--- config.mk ---
export PLATFORM = sky130hd
export DESIGN_NAME = wave_mode_ctrl
export DESIGN_NICKNAME = d
export VERILOG_FILES = /design/src/rtl/synth_pkg.sv /design/src/rtl/key_debounce.sv /design/src/rtl/wave_mode_ctrl.sv
export SDC_FILE = /design/constraint.sdc
export NUM_CORES = 1
export LEC_CHECK = 0
export BUFFER_PORTS_ARGS = -buffer_cell sky130_fd_sc_hd__buf_4
export CAP_MARGIN = 40
export CORE_MARGIN = 1.5
export CORE_UTILIZATION = 65
export CTS_CLUSTER_SIZE = 16
export DETAILED_ROUTE_END_ITERATION = 7
export PLACE_DENSITY = 0.83
export RECOVER_POWER = 100
export SYNTH_ARGS = -nofsm -noshare
export SYNTH_HDL_FRONTEND = slang
export SYNTH_SLANG_ARGS = --single-unit
--- constraint.sdc ---
create_clock -name clk -period 3.8 [get_ports clk]
set_input_delay 0.19 -clock clk [delete_from_list [all_inputs] [get_ports clk]]
set_output_delay 0.19 -clock clk [all_outputs]
set_load 0.02 [all_outputs]
--- src/rtl/synth_pkg.sv ---
// Shared types for the oscillator wave-mode controller.
package synth_pkg;

  typedef enum logic [1:0] {WAVE_SQUARE, WAVE_SAW, WAVE_TRI, WAVE_SINE} wave_t;
  typedef enum logic [1:0] {IDLE, FADE, UPDATE, SETTLE} wmc_state_t;

  // 2-bit wrap: SINE advances back to SQUARE.
  function automatic wave_t next_wave(input wave_t w);
    logic [1:0] v;
    v = w + 2'd1;
    return wave_t'(v);
  endfunction

endpackage

--- src/rtl/key_debounce.sv ---
// Synchronises a raw push-button, debounces it, and emits one pulse per clean press.
module key_debounce
  import synth_pkg::*;
#(
  parameter int SYNC_STAGES     = 2,
  parameter int DEBOUNCE_CYCLES = 10000
) (
  input  logic clk,
  input  logic n_rst,
  input  logic key_raw,
  output logic key_level,
  output logic press
);

  localparam int             CW   = $clog2(DEBOUNCE_CYCLES) + 1;
  localparam logic [CW-1:0]  TERM = CW'(DEBOUNCE_CYCLES - 1);

  logic [SYNC_STAGES-1:0] r_sync;
  logic [CW-1:0]          r_cnt;
  logic                   r_level;
  logic                   r_press;
  logic                   w_key;

  assign w_key     = r_sync[SYNC_STAGES-1];
  assign key_level = r_level;
  assign press     = r_press;

  always_ff @(posedge clk or negedge n_rst) begin
    if (!n_rst) begin
      r_sync  <= '0;
      r_cnt   <= '0;
      r_level <= 1'b0;
      r_press <= 1'b0;
    end else begin
      r_sync  <= {r_sync[SYNC_STAGES-2:0], key_raw};
      r_press <= 1'b0;
      if (w_key == r_level) begin
        r_cnt <= '0;
      end else if (r_cnt >= TERM) begin
        // Press pulse lines up with the debounced level rising; release is silent.
        r_level <= w_key;
        r_cnt   <= '0;
        r_press <= w_key;
      end else begin
        r_cnt <= r_cnt + 1'b1;
      end
    end
  end

endmodule

--- src/rtl/wave_mode_ctrl.sv ---
// Click-free wave-type switching: mute, wait for zero crossing, switch, settle, unmute.
module wave_mode_ctrl
  import synth_pkg::*;
#(
  parameter int DEBOUNCE_CYCLES = 10000,
  parameter int TIMEOUT_CYCLES  = 4096,
  parameter int SETTLE_CYCLES   = 256
) (
  input  logic       clk,
  input  logic       n_rst,
  input  logic       mode_key_raw,
  input  logic       zero_cross,
  output logic [1:0] wave_sel,
  output logic       mute,
  output logic       cfg_strobe,
  output logic       busy
);

  localparam int            TW      = $clog2(TIMEOUT_CYCLES) + 1;
  localparam int            SW      = $clog2(SETTLE_CYCLES) + 1;
  localparam logic [TW-1:0] TO_TERM = TW'(TIMEOUT_CYCLES - 1);
  localparam logic [SW-1:0] ST_TERM = SW'(SETTLE_CYCLES - 1);

  wmc_state_t    r_state, w_next;
  wave_t         r_wave;
  logic [TW-1:0] r_fade_cnt;
  logic [SW-1:0] r_settle_cnt;
  logic          r_pending, r_mute, r_strobe;
  logic          w_press, w_unused_key_level, w_clr_pend;

  key_debounce #(
    .SYNC_STAGES    (2),
    .DEBOUNCE_CYCLES(DEBOUNCE_CYCLES)
  ) u_key (
    .clk      (clk),
    .n_rst    (n_rst),
    .key_raw  (mode_key_raw),
    .key_level(w_unused_key_level),
    .press    (w_press)
  );

  always_comb begin
    w_next     = r_state;
    w_clr_pend = 1'b0;
    case (r_state)
      IDLE: begin
        if (w_press || r_pending) w_next = FADE;
        w_clr_pend = r_pending;
      end
      FADE:   if (zero_cross || r_fade_cnt == TO_TERM) w_next = UPDATE;
      UPDATE: w_next = SETTLE;
      SETTLE: begin
        if (r_settle_cnt == ST_TERM) begin
          // A queued press chains straight into the next fade, keeping mute high.
          w_next     = r_pending ? FADE : IDLE;
          w_clr_pend = r_pending;
        end
      end
      default: w_next = IDLE;
    endcase
  end

  always_ff @(posedge clk or negedge n_rst) begin
    if (!n_rst) begin
      r_state      <= IDLE;
      r_wave       <= WAVE_SQUARE;
      r_fade_cnt   <= '0;
      r_settle_cnt <= '0;
      r_pending    <= 1'b0;
      r_mute       <= 1'b0;
      r_strobe     <= 1'b0;
    end else begin
      r_state  <= w_next;
      r_mute   <= (w_next != IDLE);
      r_strobe <= (r_state == UPDATE);
      if (r_state == UPDATE) r_wave <= next_wave(r_wave);

      if (r_state == FADE) r_fade_cnt <= (r_fade_cnt == TO_TERM) ? r_fade_cnt : r_fade_cnt + 1'b1;
      else                 r_fade_cnt <= '0;
      if (r_state == SETTLE) r_settle_cnt <= (r_settle_cnt == ST_TERM) ? r_settle_cnt : r_settle_cnt + 1'b1;
      else                   r_settle_cnt <= '0;

      // Set wins over consume so a press on the consuming cycle stays queued.
      if (w_press && r_state != IDLE) r_pending <= 1'b1;
      else if (w_clr_pend)            r_pending <= 1'b0;
    end
  end

  assign wave_sel   = r_wave;
  assign mute       = r_mute;
  assign busy       = r_mute;
  assign cfg_strobe = r_strobe;

endmodule

## Word-level counts from Yosys, hierarchy flattened

Cells that the tools add are included.

| storage, ports and cells | value |
|---|---|
| logic and storage cells | 50 |
| output and inout bits | 5 |
| input bits | 4 |
| register bits | 48 |

| operators by class | value |
|---|---|
| bitwise operators | 1 |
| eq/ne operators | 8 |
| reductions and logical operators | 8 |
| add/sub/neg operators | 4 |
| mux-type cells | 17 |
| $lt $le $gt $ge | 1 |

Operators with widths:

| kind | number |
|---|---|
| 2-to-1 mux 15 bit | 2 |
| 2-to-1 mux 13 bit | 2 |
| 2-to-1 mux 9 bit | 2 |
| adder 15 x 1 -> 15 bit (second input constant) | 1 |
| >= comparator 15 x 14 -> 1 bit (second input constant) | 1 |
| adder 13 x 1 -> 13 bit (second input constant) | 1 |
| == test 13 x 12 -> 1 bit (second input constant) | 1 |
| adder 9 x 1 -> 9 bit (second input constant) | 1 |
| == test 9 x 8 -> 1 bit (second input constant) | 1 |
| case mux 2 bit (4 select lines) | 1 |
| 2-to-1 mux 1 bit | 6 |
| 2-to-1 mux 2 bit | 3 |
| nonzero test 2 bit | 3 |
| == test 2 bit (second input constant) | 2 |
| inequality test 2 bit (second input constant) | 2 |
| adder 2 x 1 -> 2 bit (second input constant) | 1 |
| == test 2 x 1 -> 1 bit (second input constant) | 1 |
| logical NOT 2 bit | 1 |
| logical OR 1 bit | 2 |
| case mux 1 bit (2 select lines) | 1 |
| AND reduction 2 bit | 1 |
| == test 1 bit | 1 |
| logical AND 1 bit | 1 |
| inverter 1 bit | 1 |

## Logic depth before layout (Yosys ltp)

| depth | value |
|---|---|
| word-level depth | 5 |
| mapped depth | 9 |

## Hierarchy

A second synthesis with hierarchy kept.

| second synthesis, totals | value |
|---|---|
| cells, all modules | 230 |
| area total of the unflattened synthesis | 2362.3 µm² |

By module, submodules not included:

| module | area an instance (µm²) | cells each | instances |
|---|---|---|---|
| wave_mode_ctrl | 1507.7 | 151 | 1 |
| key_debounce | 854.6 | 79 | 1 |

## Least setup slack after synthesis

Ideal clock, no wire load.

| path | value |
|---|---|
| path kind | reg2reg |
| start | register r_settle_cnt[0] |
| end | register r_settle_cnt[7] |
| stages on the path, launching flop included | 8 |
| arrival time | 1.636 ns |
| library setup time | 0.119 ns |
| path slack | 2.045 ns |
| required time | 3.681 ns |
| path buffers | 0 |
| cell sequence | dfrtp_1 ha_1 nand4_1 nor2_1 ha_1 a2111oi_0 xor2_1 and2_1 |

| between the ends | value |
|---|---|
| longest elaborated chain between the ends | 3 |

Ends and longest elaborated chain:

| element | RTL line | text |
|---|---|---|
| start: declaration | wave_mode_ctrl.sv:27 | `logic [SW-1:0] r_settle_cnt;` |
| start signal: assignment | wave_mode_ctrl.sv:80 | `if (r_state == SETTLE) r_settle_cnt <= (r_settle_cnt == ST_TERM) ? r_settle_cnt : r_settle_cnt + 1'b1;` |
| adder 9 x 1 -> 9 bit | wave_mode_ctrl.sv:80 |  |
| 2-to-1 mux 9 bit (2 in a row) | wave_mode_ctrl.sv:80 |  |

Several ways; a longest one is shown, not always the timed one. The select of a mux whose other input is x is not followed.
A chain may end at the register's enable or synchronous reset.

## Worst setup path after layout

| path | value |
|---|---|
| start | register r_fade_cnt[0] |
| end | register r_fade_cnt[5] |

| between the ends | value |
|---|---|
| longest elaborated chain between the ends | 3 |

Ends and longest elaborated chain:

| element | RTL line | text |
|---|---|---|
| start: declaration | wave_mode_ctrl.sv:26 | `logic [TW-1:0] r_fade_cnt;` |
| start signal: assignment | wave_mode_ctrl.sv:78 | `if (r_state == FADE) r_fade_cnt <= (r_fade_cnt == TO_TERM) ? r_fade_cnt : r_fade_cnt + 1'b1;` |
| adder 13 x 1 -> 13 bit | wave_mode_ctrl.sv:78 |  |
| 2-to-1 mux 13 bit (2 in a row) | wave_mode_ctrl.sv:78 |  |

Several ways; a longest one is shown, not always the timed one. The select of a mux whose other input is x is not followed.

==> flow_metrics.py <==
metrics = {
    "routing": {
        "wl_met2_um": 1960,
        "drc": 0,
        "drtIter0Drc": 105,
        "top_layer": "met4",
        "ant_nets": 0,
        "wl_met3_um": 158,
        "drt-pass1-iter-count": 6,
        "vias": 1672,
        "met1Wirelength_um": 1790,
        "viasPerCell": 5.91,
        "drt_wl_total_um": 3980,
        "wl_per_cell_um": 14.1,
    },
    "synthesis": {
        "syn_avg_cell_area_um2": 10.5,
        "yosys.cell_count.top_type": "dfrtp_1",
        "syn_nets": 237,
        "synthCells": 225,
        "async_flop_share_pct": 100,
        "synth_area_leaders": "dfrtp_1 51%, xnor2_1 5.2%, ha_1 4.2%, nor2_1 4.1%, xor2_1 3.7%",
        "ys_types": 49,
        "synth_top_area_share_pct": 50.9,
        "synth_ff_type": "dfrtp_1",
        "ys_ff_latch": 48,
        "synth_edf_count": 0,
        "synth_top_cells_by_count": "48 x dfrtp_1, 26 x nor2_1, 14 x xnor2_1, 11 x nand3_1",
        "synthesis.area_um2": 2360,
        "yosysSeqAreaShare_pct": 50.9,
        "yosys.area.top_type": "dfrtp_1",
        "ys_warn_count": 0,
    },
    "placed_design": {
        "place_congestion": 0.781,
        "hpwl_um": 2900,
        "place_area_um2": 2440,
        "port-buffer-count": 8,
    },
    "clocking": {
        "h-tree-depth": 2,
        "insertion_delay_ps": 340,
        "cts_sinks": 48,
        "cts_tree": "built",
        "root_buffer": "clkbuf_4",
        "cts.clk_slew.worst_paths_ps": 130,
        "cts_setup_buffers": 0,
        "clockBufferDepth": 2,
        "cts_buffers": 5,
    },
    "power": {
        "power_density_nw_per_um2": 445,
        "cellLeakagePower_nw": 1.08,
        "ir_worst_vdd_mv": 0.326,
    },
    "die": {
        "die_w_um": 63.2,
        "start_util_pct": 69.0,
        "fp-row-count": 21,
        "die-height_um": 63.2,
        "die_area_um2": 4000,
        "io_pins": 9,
        "coreArea_um2": 3420,
    },
    "worst_setup_path": {
        "crit_arrival_ps": 2900,
        "path_class": "reg -> reg",
        "endpoint_kind": "flop",
        "crit_fanout": 11,
        "critPathRequiredTime_ps": 4080,
        "worst_setup_path_start_kind": "flop",
        "reg2reg_from": "r_fade_cnt[0]",
        "reg2reg_to": "r_fade_cnt[5]",
        "worstRegToRegCells": 5,
        "regToRegSetupSlack_ps": 1180,
    },
    "grt": {
        "grt_pass1_vias": 1630,
        "track_usage_pct": 22.2,
        "grt_overflow": 0,
        "grt_max_degree": 49,
        "antenna_found_initial": 0,
        "grt_pass1_wl_um": 7040,
    },
    "min_path": {
        "whs_path_depth": 3,
        "hold_end": "r_state[1]",
        "min-delay-start": "zero_cross",
        "hp-class": "in -> reg",
    },
    "layout": {
        "drive_above_1_share_pct": 7.59,
        "nets": 249,
        "postLayoutCellArea_um2": 2470,
        "n_antenna_cell": 0,
        "syn_to_final_growth_pct": 4.93,
    },
    "job": {
        "maxCapViolCount": 2,
    },
    "timing": {
        "setup_tns_ps": 0,
        "finalHoldViolations": 0,
        "fin_crit_ps": 2620,
        "fmax_mhz": 382,
        "rsz0062_at_grt": "no",
        "finClkSkew_ps": 5.03,
        "finalMaxSlewViolations": 61,
        "relSlewSlack_pct": -66.3,
        "period_share_pct": 69.0,
        "worst_pin_slew_ps": 2490,
        "setup_viol": 0,
    },
    "run_status": {
        "violations": "max-capacitance violations, max-slew violations",
        "status": "finished with violations",
    },
}
[kinds of logic after synthesis]
family / synth area share [%]
XOR/XNOR: 8.91
other: 0.159
AO/OA/AOI/OAI: 10.5
multiplexers: 1.33
AND/OR/NAND/NOR: 20.7
adder cells (fa/ha/maj): 4.24
buffers and inverters: 3.24
flip-flops: 50.9
[report_power, final]
part | internal [mW] | switching (mW)
sequential | 0.566 | 0.0480
combinational | 0.0995 | 0.174
clock | 0.0677 | 0.147
[final cells by class]
type                    instances  area [um^2]
flip-flops and latches         48         1200
multi-input cells             161         1070
fillers                       262          941
repair buffers                 10         57.6
well taps                      46         57.6
inverters                      11         41.3
clock buffers                   5         37.5
clock inverters                 2         12.5
[state kept, by name, indices dropped and copies added, names as in the netlist]
register	count
wave_sel	2
r_pending	1
u_key.press	1
r_fade_cnt	13
r_state	2
u_key.r_cnt	15
u_key.r_sync	2
u_key.key_level	1
cfg_strobe	1
r_settle_cnt	9
busy	1
[how the worst max path moves through the flow]
| stage | from | endpoint | slack, ps | cells after the start |
|---|---|---|---|---|
| after floorplan | r_settle_cnt[0] | r_settle_cnt[7] | 2040 | 7 |
| after global placement | r_settle_cnt[0] | busy | 1750 | 8 |
| after detailed placement | r_settle_cnt[0] | busy | 1550 | 8 |
| after CTS | r_settle_cnt[0] | busy | 1520 | 8 |
| after global routing | n_rst | r_fade_cnt[4] | 730 | 2 |
| final | r_fade_cnt[0] | r_fade_cnt[5] | 1180 | 5 |
[critical path: stages (launching register included)]
cell and delay [ps]:
dfrtp_1 430, ha_1 220, nand3_1 170, nor4_1 1270, o21ai_0 280, a21oi_1 190
[cell usage in the layout (no fill, tap or decap), drive strengths merged, types with 4 or more instances in the layout]
cell	instances
nor2	26
and2	9
inv	11
xor2	10
dfrtp	48
nand2	10
nand4	5
or3	4
nand3	11
o21ai	9
a21oi	7
xnor2	14
ha	8
nor3	8
clkbuf	12
[repair_timing]
item,CTS,global route
hold buffers,2,0
resized for setup,0,0
endpoints found under the hold margin,49,0
[through the flow]
step	hold WS [ps]	utilization, %	total power, mW	setup slack (ps)	std cells
global route	130	72.5	1.17	734	283
detailed placement	230	71.5	0.919	1550	274
global placement	217	71.5	0.900	1750	274
CTS	114	73.5	1.13	1520	283
floorplan	-106	-	0.828	2040	225
finish	126	72.5	1.10	1180	283
[per-layer routing]
metal  global-route usage [%]  vias up
li1                         -      817
met1                     27.5      812
met2                     38.6       35
met3                     4.82        8
met4                     7.88        0
met5                        0        -
No activity file was read; power rests on OpenSTA's default activity.
